[config.mk]
export PLATFORM = sky130hd
export DESIGN_NAME = sub_result_stage
export DESIGN_NICKNAME = d
export VERILOG_FILES = /design/src/rtl/sub_result_stage.sv
export SDC_FILE = /design/constraint.sdc
export NUM_CORES = 1
export LEC_CHECK = 0
export BUFFER_PORTS_ARGS = -buffer_cell sky130_fd_sc_hd__buf_4
export CORE_ASPECT_RATIO = 0.6
export CORE_MARGIN = 2
export CORE_UTILIZATION = 45
export DETAILED_ROUTE_END_ITERATION = 8
export PLACE_DENSITY = 0.68
export SLEW_MARGIN = 20
export SYNTH_ARGS = -nofsm -noshare
export SYNTH_HDL_FRONTEND = slang
export SYNTH_SLANG_ARGS = --single-unit
export TNS_END_PERCENT = 100
[constraint.sdc]
create_clock -name clk -period 2.5 [get_ports clk]
set_clock_uncertainty 0.2 [all_clocks]
set_input_delay 0.25 -clock clk [delete_from_list [all_inputs] [get_ports clk]]
set_output_delay 0.25 -clock clk [all_outputs]
set_load 0.01 [all_outputs]
[src/rtl/sub_result_stage.sv]
// Result stage behind the W-bit subtractor: 2-entry buffered valid/ready stage deriving Z/N/V/BRW flags.
// Optional self-check of the subtractor result is enabled by defining SUB_RESULT_CHECK_EN.
module sub_result_stage #(
   parameter int W = 4
) (
   input  logic         clk,
   input  logic         rst_n,
   input  logic         in_valid,
   output logic         in_ready,
   input  logic [W-1:0] in_a,
   input  logic [W-1:0] in_b,
   input  logic [W-1:0] in_sum,
   input  logic         in_cout,
   output logic         out_valid,
   input  logic         out_ready,
   output logic [W-1:0] out_diff,
   output logic [3:0]   out_flags,
   output logic         chk_err
);

   typedef enum logic [1:0] {
      S_EMPTY = 2'd0,
      S_ONE   = 2'd1,
      S_FULL  = 2'd2
   } state_t;

   // Status flags {Z, N, V, BRW}; B==0 yields Cout=0 from the subtractor without a real borrow.
   function automatic logic [3:0] f_flags(input logic [W-1:0] a, input logic [W-1:0] b,
                                          input logic [W-1:0] s, input logic c);
      logic z, n, v, brw;
      z   = (s == {W{1'b0}});
      n   = s[W-1];
      v   = (a[W-1] != b[W-1]) & (s[W-1] != a[W-1]);
      brw = (b == {W{1'b0}}) ? 1'b0 : ~c;
      f_flags = {z, n, v, brw};
   endfunction

   state_t         r_state;
   state_t         w_state_nxt;
   logic [W+3:0]   r_mem [2];
   logic           r_head;
   logic           r_tail;
   logic           r_in_ready;
   logic           r_out_valid;
   logic [W-1:0]   r_out_diff;
   logic [3:0]     r_out_flags;
   logic           w_push;
   logic           w_pop;
   logic           w_load_new;
   logic           w_load_mem;
   logic [W+3:0]   w_entry;

   assign w_push  = in_valid & r_in_ready;
   assign w_pop   = r_out_valid & out_ready;
   assign w_entry = {in_sum, f_flags(in_a, in_b, in_sum, in_cout)};

   // Occupancy next state and selection of what becomes the head next cycle.
   always_comb begin
      w_state_nxt = r_state;
      w_load_new  = 1'b0;
      w_load_mem  = 1'b0;
      case (r_state)
         S_EMPTY: begin
            if (w_push) begin
               w_state_nxt = S_ONE;
               w_load_new  = 1'b1;
            end else begin
               w_state_nxt = S_EMPTY;
            end
         end
         S_ONE: begin
            if (w_push && !w_pop) begin
               w_state_nxt = S_FULL;
            end else if (w_pop && !w_push) begin
               w_state_nxt = S_EMPTY;
            end else if (w_push && w_pop) begin
               w_state_nxt = S_ONE;
               w_load_new  = 1'b1;
            end else begin
               w_state_nxt = S_ONE;
            end
         end
         S_FULL: begin
            if (w_pop) begin
               w_state_nxt = S_ONE;
               w_load_mem  = 1'b1;
            end else begin
               w_state_nxt = S_FULL;
            end
         end
         default: begin
            w_state_nxt = S_EMPTY;
         end
      endcase
   end

   // Occupancy state, pointers, storage and registered outputs.
   always_ff @(posedge clk or negedge rst_n) begin
      if (!rst_n) begin
         r_state     <= S_EMPTY;
         r_head      <= 1'b0;
         r_tail      <= 1'b0;
         r_mem[0]    <= {(W+4){1'b0}};
         r_mem[1]    <= {(W+4){1'b0}};
         r_in_ready  <= 1'b1;
         r_out_valid <= 1'b0;
         r_out_diff  <= {W{1'b0}};
         r_out_flags <= 4'd0;
      end else begin
         r_state     <= w_state_nxt;
         r_in_ready  <= (w_state_nxt != S_FULL);
         r_out_valid <= (w_state_nxt != S_EMPTY);
         if (w_push) begin
            r_mem[r_tail] <= w_entry;
            r_tail        <= ~r_tail;
         end
         if (w_pop) begin
            r_head <= ~r_head;
         end
         // Head only changes on a new head; otherwise the last popped value is retained.
         if (w_load_new) begin
            r_out_diff  <= w_entry[W+3:4];
            r_out_flags <= w_entry[3:0];
         end else if (w_load_mem) begin
            r_out_diff  <= r_mem[~r_head][W+3:4];
            r_out_flags <= r_mem[~r_head][3:0];
         end
      end
   end

   assign in_ready  = r_in_ready;
   assign out_valid = r_out_valid;
   assign out_diff  = r_out_diff;
   assign out_flags = r_out_flags;

`ifdef SUB_RESULT_CHECK_EN
   logic [W-1:0] w_neg_b;
   logic [W:0]   w_exp_add;
   logic [W-1:0] w_exp_sum;
   logic         w_mismatch;
   logic         r_chk_err;

   assign w_neg_b    = ~in_b + {{(W-1){1'b0}}, 1'b1};
   assign w_exp_add  = {1'b0, in_a} + {1'b0, w_neg_b};
   assign w_exp_sum  = in_a - in_b;
   assign w_mismatch = (in_sum != w_exp_sum) | (in_cout != w_exp_add[W]);

   // Sticky error on any pushed result that disagrees with recomputed arithmetic.
   always_ff @(posedge clk or negedge rst_n) begin
      if (!rst_n) begin
         r_chk_err <= 1'b0;
      end else if (w_push && w_mismatch) begin
         r_chk_err <= 1'b1;
      end
   end

   assign chk_err = r_chk_err;
`else
   assign chk_err = 1'b0;
`endif

endmodule

==> metrics, run 1 <==
status complete, no violations; share of cells above drive strength 1 0.293; drt initial violations 70; worst hold path type primary input to flip-flop; Hold Crit Start in_sum[1]; via count 904; Synthesized Nets 128; Data required, critical path 2.45 ns; largest net degree at the start of global routing 28; final hold slack 0.0451 ns; antenna violations before repair 0; WL final 2440 um; r2r endpoint out_flags[0]; Area after DPL 0.00145 mm2; CP Launch Type flip-flop; Fmax 503 MHz; R2R Path Start in_ready; Detail Route met2 WL 1030 um; H-tree depth 1; via count of the first global-routing pass 849; number of distinct library cells after synthesis 29; WL/cell 14.8 um; Syn Area/Cell 11.5 um2; met3 wire length 91 um; Final #Nets 152; Total Neg Setup Slack 0 ns; time the worst path needs with I/O delays and setup 1.99 ns; Final Hold Fails 0; Cells after Synth 110; Post-Place Worst Slack 0.524 ns; Power Dens Cells 1160 mW/mm2; Crit. End Element flip-flop; most frequent cells in the layout dfrtp_1, buf_4, nand2_1, nor2_1; Final Slew Violations 0; die width 72.5 um; TritonCTS clock tree yes; HPWL Detailed 1800 um; core area 0.00259 mm2; ANT cells 0; WS Path Type flip-flop to flip-flop; RSZ-0062 raised after global routing no; Post-CTS Setup Repair Bufs 0; Hold EP out_diff[1]; I/O pin count 28; mapped cell area 0.00127 mm2; GRT Overall Usage 0.173; GP Congestion 0.744; input/output buffers 23; Layout area overhead 18.6%; Finished Cell Area 0.00150 mm2; Rows 14; synthesized flop and latch total 27; cells on worst reg2reg path 6; Worst-Margin Slew 0.645 ns; largest buffer count on any clock path 2; most common cell after layout, fill and taps aside dfrtp_1; Initial Utilization 0.489; Reg2Reg Setup Slack 0.51 ns; CTS sink cnt 27; WP data arrival 1.94 ns; worst-skew pair later-pin latency 0.27 ns; TritonCTS Buffers 3; DRC Markers 0; GR Overflow Total 0; maxcap violations 0; crit path max fanout 7; relative slew slack 0.567; top sig layer met4; remaining antenna violation count 0; Clock Pin Slew Worst Setup and Hold Paths 0.09 ns; final setup fails 0; Final Cycle Share 0.796; hold path depth 2; fin cells 165; maximum vdd drop 0.468 mV; vias per cell 5.48; leakage 0.695 nW; first-pass GRT wire length 4160 um; routed length on met1 1310 um; Die Y 45.1 um; post-synthesis sequential area ratio 0.534; synth warn 0; root buffer cell clkbuf_8; dpl cells 160; setup ws final 0.511 ns; DIE AREA 0.00327 mm2; router iterations before antenna repair 4
==> power breakdown <==
group          internal [mW]  switching (mW)
Clock                  0.114           0.129
Sequential             0.641           0.178
Combinational          0.382           0.296
==> critical path: stages (launching register included) <==
cell and delay, ns:
dfstp_2 0.58, nand2_1 0.15, inv_1 0.13, ha_1 0.15
nand3b_1 0.12, o311a_4 0.20, a221o_1 0.36
==> flip-flops by register name, indices dropped and copies added (netlist names) <==
signal     cells
in_ready       1
out_diff       3
out_flags      4
out_valid      1
r_head         1
r_mem         14
r_state        2
r_tail         1
==> what timing repair did <==
| action | CTS | global route |
|---|---|---|
| endpoints found under the hold margin | 27 | 0 |
| gates resized for setup | 0 | 0 |
| hold buffers | 1 | 0 |
==> worst max path at each step <==
stage                         from           end  slack, ns  depth (start not counted)
after floorplan           in_ready  out_flags[0]       0.63                          6
after global placement    in_ready  out_flags[3]       0.57                          6
after detailed placement  in_ready  out_flags[0]       0.52                          6
after CTS                 in_ready  out_flags[0]       0.51                          6
after global routing      in_ready  out_flags[1]       0.37                          6
final                     in_ready  out_flags[0]       0.51                          6
==> metrics by stage <==
step | util | total power, mW
after CTS | 0.580 | 1.76
after floorplan | - | 1.28
after detailed placement | 0.558 | 1.51
after global routing | 0.580 | 1.87
after global placement | 0.558 | 1.48
final | 0.580 | 1.74
==> per-layer routing <==
layer	vias up	GRT usage
met2	14	0.257
met3	2	0.0469
met1	444	0.259
li1	444	-
met4	0	0.0333
met5	-	0
==> cells in the mapped netlist, drive strengths merged <==
cell type | number | area share
a21o | 1 | 0.0059
and3b | 1 | 0.0069
conb | 1 | 0.0030
o21a | 1 | 0.0059
nor2b | 1 | 0.0049
xnor2 | 2 | 0.014
nand2b | 2 | 0.0099
nand3b | 3 | 0.018
o21ai | 8 | 0.032
nor4 | 2 | 0.0099
dfstp | 1 | 0.021
o311a | 1 | 0.017
o31ai | 1 | 0.0099
o22ai | 1 | 0.0049
nand3 | 2 | 0.0079
mux2i | 7 | 0.055
or4 | 1 | 0.0059
buf | 5 | 0.026
inv | 2 | 0.0059
ha | 1 | 0.0099
nor2 | 10 | 0.030
a21oi | 3 | 0.012
nand2 | 10 | 0.030
or2 | 1 | 0.0049
dfrtp | 26 | 0.51
a221o | 7 | 0.055
nand4b | 1 | 0.012
mux2 | 8 | 0.071
==> layout make-up <==
cell class / count / area [um2]
fillers: 223 / 1090
flip-flops and latches: 27 / 677
multi-input cells: 76 / 551
repair buffers: 24 / 183
clock buffers: 4 / 45.0
well taps: 32 / 40.0
inverters: 2 / 7.51
==> cell families after synthesis <==
group,after synthesis,share of synthesized area
XOR/XNOR,2,0.0138
AO/OA/AOI/OAI,23,0.142
buffers and inverters,7,0.0316
flip-flops,27,0.534
AND/OR/NAND/NOR,34,0.139
adder cells (fa/ha/maj),1,0.00987
other,1,0.00296
multiplexers,15,0.126
Note: power is estimated with default switching activity, not from simulation.
==> run 2: changes to the inputs <==
--- a/config.mk
+++ b/config.mk
@@ -5,12 +5,13 @@
 export SDC_FILE = /design/constraint.sdc
 export NUM_CORES = 1
 export LEC_CHECK = 0
+export ABC_AREA = 1
 export BUFFER_PORTS_ARGS = -buffer_cell sky130_fd_sc_hd__buf_4
 export CORE_ASPECT_RATIO = 0.6
 export CORE_MARGIN = 2
 export CORE_UTILIZATION = 45
 export DETAILED_ROUTE_END_ITERATION = 8
-export PLACE_DENSITY = 0.68
+export PLACE_DENSITY = 0.71
 export SLEW_MARGIN = 20
 export SYNTH_ARGS = -nofsm -noshare
 export SYNTH_HDL_FRONTEND = slang
==> constraint.sdc (replaced) <==
create_clock -name clk -period 1.61 [get_ports clk]
set_clock_uncertainty 0.2 [all_clocks]
set_input_delay 0.161 -clock clk [delete_from_list [all_inputs] [get_ports clk]]
set_output_delay 0.161 -clock clk [all_outputs]
set_load 0.01 [all_outputs]
==> run 2 against run 1 <==
  * The run now ends with negative hold slack left
  * Sequential power rose by 44%
  * Final area rose by 9.7%
  * Register-to-register slack got worse by 0.45 ns
  * Count of clock-buffer cells in the layout fell by 1
  * First-iteration DRC count rose by 80%
  * Combinational power rose by 80%
  * Power rose by 60%
  * Critical path depth rose by 2
  * Clock power rose by 54%
  * Die area rose by 2.7%
  * Synthesized area rose by 3.0%
  * Largest cell class unchanged
  * Highest routed layer unchanged
==> metrics, run 2 <==
status complete, but fails checks; failing checks negative hold slack; Worst path slowest cell dfstp_2; crit path max fanout 3; via count 1,083; die width 73.5 um; Area contributors post-synth dfrtp_1, nand2_1, nand4_1; Layout area overhead 26.4%; top sig layer met4; Power Dens Cells 1690 mW/mm2; drt initial violations 126; Detail Route met2 WL 1120 um; antenna violations before repair 0; cell-by-cell trace of the critical path nand2_4 -> inv_4 -> ha_4 -> nor3_2 -> nor2_1 -> nand2_1 -> inv_2 -> nand2_1; synth warn 0; maxcap violations 0; TritonCTS Buffers 3; HPWL Detailed 1910 um; first-pass GRT wire length 4340 um; remaining antenna violation count 0; met3 wire length 139 um; FILL cells 250; input/output buffers 23; fin util 0.586; CP dominant cell by count nand2_1; Post-Place Worst Slack -0.00967 ns; via count of the first global-routing pass 930; WP data arrival 1.57 ns; H-tree depth 1; worst hold path type primary input to flip-flop; core area 0.00282 mm2; Synthesized Nets 177; root buffer cell clkbuf_8; GRT Overall Usage 0.175; DIE AREA 0.00336 mm2; Die Y 45.7 um; share of cells above drive strength 1 0.258; Cells after Synth 159; Total Neg Setup Slack 0 ns; max reg flops 14; CTS sink cnt 27; largest buffer count on any clock path 2; crit-path max cell delay 0.56 ns; WL final 2640 um; Fmax 644 MHz; Final #Nets 209; Final Slew Violations 0; DRC Markers 0; Final Cycle Share 0.964; Data required, critical path 1.63 ns; fraction of registers with async set/reset 1.00; Initial Utilization 0.464; Post-synth top flop dfrtp_1; Biggest register r_mem; time the worst path needs with I/O delays and setup 1.55 ns; final hold slack -0.0287 ns; router iterations before antenna repair 4; Syn Area/Cell 8.21 um2; number of synthesized flops with an enable pin 0; Rows 15; Crit. End Element flip-flop; TritonCTS clock tree yes; Clock Pin Slew Worst Setup and Hold Paths 0.09 ns; dpl cells 212; Final Hold Fails 1; worst-skew pair later-pin latency 0.27 ns; Top delay family on crit path flip-flops; RSZ-0062 raised after global routing yes; CP Launch Type flip-flop; WS Path Type flip-flop to flip-flop; Synth top area share 0.499; GR Overflow Total 0; routed length on met1 1350 um; count leader, synth nand2_1; most frequent cells after synthesis nand2_1, dfrtp_1, inv_1, nand4_1, o21ai_0; maximum vdd drop 0.667 mV; GP Congestion 0.727; I/O pin count 28; mapped cell area 0.00131 mm2; most common cell after layout, fill and taps aside nand2_1; vias per cell 4.83; post-synthesis sequential area ratio 0.519; WL/cell 11.8 um; Buffers & Inverters on Critical Path 2; setup ws final 0.0582 ns; ANT cells 0; synthesized flop and latch total 27; fin cells 224; final setup fails 0; most frequent cells in the layout nand2_1, buf_4, dfrtp_1; largest net degree at the start of global routing 28; post-synth top area cell dfrtp_1; number of distinct library cells after synthesis 24; leakage 0.865 nW
-- run 2: changes by cell type after synthesis, sizes merged, moves of 8 or more --
cell   before  now
nand2      10   67
mux2        8    0
nand4       0    9
inv         2   15
-- run 2: final cells by class --
type	count	area [um2]	share of cell area
clock inverter	1	5.00	0.00303
clock buffer	3	41.3	0.0250
tap	34	42.5	0.0258
multi-input combinational	110	558	0.338
timing repair buffer	33	263	0.159
inverter	16	62.6	0.0379
sequential	27	677	0.410
-- run 2: worst reg2reg max path, stage by stage (launching register included) --
cell and delay [ns]:
dfstp_2 0.56, nand2_4 0.06, inv_4 0.07, ha_4 0.19, nor3_2 0.15, nor2_1 0.06, nand2_1 0.10, inv_2 0.06
nand2_1 0.05
-- run 2: through the flow --
step	instance area (um2)	power, mW	hold WS (ns)
2_1_floorplan	1310	1.95	-0.335
3_3_place_gp	1490	2.28	-0.114
3_5_place_dp	1490	2.32	-0.113
4_1_cts	1620	2.75	0.0979
5_1_grt	1650	3.02	0.00383
6_report	1650	2.78	-0.0287
-- run 2: power by group --
part	switching (mW)	internal [mW]	total, mW
clock	0.201	0.173	0.374
sequential	0.191	0.990	1.18
combinational	0.710	0.515	1.22
total	1.10	1.68	2.78
-- run 2: timing repair --
item                       4_1_cts  5_1_grt
setup endpoints to repair        9       20
pin swaps                        1        1
gates resized for setup          3        5
hold endpoints to repair        38        0
hold buffers                     7        0
cloned                           0        0
setup buffers                    0        2
-- run 2: kinds of logic (layout without fill, tap and decap cells) --
family | Yosys count | after routing | share of synthesized area
AOI/OAI and AO/OA | 15 | 15 | 0.0690
other | 1 | 1 | 0.00287
adders and majority gates | 1 | 1 | 0.00959
and+or+nand+nor | 92 | 92 | 0.311
xor gates and xnor gates | 1 | 1 | 0.00671
DFF | 27 | 27 | 0.519
buffers and inverters | 22 | 53 | 0.0824
-- run 2: worst paths after layout --
check	cells past startpoint	to	startpoint	slack (ns)
max	8	out_valid	in_ready	0.06
min	4	r_tail	in_valid	-0.03
max reg2reg	8	out_valid	in_ready	0.06
min reg2reg	2	r_mem[14]	r_mem[14]	0.29
max in group asynchronous	2	in_ready	rst_n	0.79
min in group asynchronous	2	r_state[1]	rst_n	0.12
-- run 2: layer usage --
layer  vias to the layer above  track usage
met5                         -            0
met4                         0       0.0436
met3                         2       0.0487
met2                        34        0.245
met1                       482        0.266
li1                        565            -
==> run 3: changes to the inputs <==
--- a/config.mk
+++ b/config.mk
@@ -6,12 +6,13 @@
 export NUM_CORES = 1
 export LEC_CHECK = 0
 export ABC_AREA = 1
+export ABC_CLOCK_PERIOD_IN_PS = 1610
 export BUFFER_PORTS_ARGS = -buffer_cell sky130_fd_sc_hd__buf_4
 export CORE_ASPECT_RATIO = 0.6
 export CORE_MARGIN = 2
 export CORE_UTILIZATION = 45
 export DETAILED_ROUTE_END_ITERATION = 8
-export PLACE_DENSITY = 0.71
+export PLACE_DENSITY = 0.72
 export SLEW_MARGIN = 20
 export SYNTH_ARGS = -nofsm -noshare
 export SYNTH_HDL_FRONTEND = slang
==> run 3 against run 2 <==
  * The flow now finishes without violations
  * Hold slack better by 0.13 ns
  * Flip-flop and latch count unchanged
  * Final area up 1.1%
  * Combinational power about the same
  * Register-to-register slack better by 0.04 ns
  * Power up 2.1%
  * Die area unchanged
  * First-iteration DRC count down 13%
  * Core utilization up 0.67 points
  * Via count up 7.1%
  * Global-route usage up 0.93 points
  * Critical endpoint is now in_ready
  * Largest cell class unchanged
==> metrics, run 3 (synthesized netlist as in run 2, its figures left out) <==
status complete, no violations; Final Slew Violations 0; final setup fails 0; RSZ-0062 raised after global routing no; TritonCTS Buffers 3; combinational group share of total power 0.441; root buffer cell clkbuf_8; max reg flops 14; Power Dens Cells 1700 mW/mm2; DIE AREA 0.00336 mm2; share of cells above drive strength 1 0.255; Clock power frac 0.142; Biggest register r_mem; WL final 2800 um; Final Hold Fails 0; Sw Ratio 0.397; core area 0.00282 mm2; via count of the first global-routing pass 1,024; FILL cells 233; remaining antenna violation count 0; input/output buffers 23; Reg2Reg Setup Slack 0.1 ns; FF+latch area 677 um2; CP Launch Type flip-flop; Total Power 2.84 mW; via count 1,160; Die Y 45.7 um; first-pass GRT wire length 4570 um; Post-Place Worst Slack 0.00186 ns; drt initial violations 109; Final #Nets 211; Initial Utilization 0.464; Crit. End Element flip-flop; WS Path Type flip-flop to flip-flop; final hold slack 0.104 ns; Rows 15; HPWL Detailed 2040 um; r2r endpoint in_ready; GR Overflow Total 0; antenna violations before repair 0; vias per cell 5.13; Fmax 660 MHz; GRT Overall Usage 0.184; I/O pin count 28; Final Cycle Share 0.940; maximum vdd drop 0.551 mV; leakage 0.878 nW; setup ws final 0.0959 ns; hold path depth 6; Hold Crit Start in_a[3]; R2R Path Start in_ready; cells on worst reg2reg path 8; time the worst path needs with I/O delays and setup 1.51 ns; P_int 1.71 mW; die width 73.5 um; WL/cell 12.4 um; Layout area overhead 27.8%; multi-input logic area 553 um2; H-tree depth 1; Finished Cell Area 0.00167 mm2; worst-skew pair later-pin latency 0.28 ns; most common cell after layout, fill and taps aside nand2_1; Total Neg Setup Slack 0 ns; DRC Markers 0; worst hold path type primary input to flip-flop; CTS sink cnt 27; largest buffer count on any clock path 2; crit path max fanout 4; WP data arrival 1.54 ns; Clock Pin Slew Worst Setup and Hold Paths 0.09 ns; sequential share of power 0.417; router iterations before antenna repair 4; ANT cells 0; Data required, critical path 1.64 ns; maxcap violations 0; most frequent cells in the layout nand2_1, buf_4, dfrtp_1; GP Congestion 0.802; Area after DPL 0.00150 mm2; TritonCTS clock tree yes; largest net degree at the start of global routing 28; Hold EP r_mem[9]; Sw Pwr 1.13 mW
## run 3: how the worst max path moves through the flow
| stage | start | to | slack, ns | depth (start not counted) |
|---|---|---|---|---|
| floorplan | out_valid | out_valid | 0.07 | 8 |
| global placement | in_ready | out_flags[0] | 0.03 | 7 |
| global route | in_ready | out_flags[1] | 0.007 | 7 |
| detailed placement | in_ready | in_ready | 0.002 | 8 |
| CTS | in_ready | in_ready | 0.009 | 8 |
| finish | in_ready | in_ready | 0.1 | 8 |
## run 3: area by class of cell
cell class              count  area share
multi-input cells         110       0.332
inverters                  16      0.0375
clock inverters             1     0.00525
well taps                  34      0.0255
repair buffers             35       0.170
flip-flops and latches     27       0.406
clock buffers               3      0.0248
## run 3: power groups by stage
stage | combinational [mW] | sequential [mW] | clock (mW)
after CTS | 1.21 | 1.18 | 0.410
after detailed placement | 1.16 | 1.19 | 0
after floorplan | 0.758 | 1.20 | 0
after global placement | 1.13 | 1.17 | 0
final | 1.25 | 1.18 | 0.403
after global routing | 1.40 | 1.22 | 0.442
## run 3: routing by layer
layer  GRT usage  wire length [um]  share of wire
met5           0                 0              0
met4      0.0582                44          0.016
met3      0.0442               169          0.060
met2       0.298              1230           0.44
met1       0.248              1360           0.48
## run 3: what timing repair did
action / 4_1_cts / 5_1_grt
endpoints found under the hold margin: 37 / 0
setup endpoints to repair: 6 / 17
setup buffers: 0 / 1
resized for setup: 3 / 5
hold buffers: 7 / 0
pin swaps: 0 / 3
## run 3: metrics by stage
step | cells | util
after floorplan | 159 | -
after global placement | 214 | 0.534
after detailed placement | 214 | 0.534
after CTS | 225 | 0.583
after global routing | 226 | 0.592
final | 226 | 0.592
## run 3: critical path, cell delays in order, from the launching register on
cell and delay, ns:
dfstp_2 0.55, nand2_2 0.08, inv_4 0.09, ha_4 0.19, nor3_2 0.10, nor2_1 0.06, nand2_1 0.10, inv_2 0.04
nand2_1 0.05
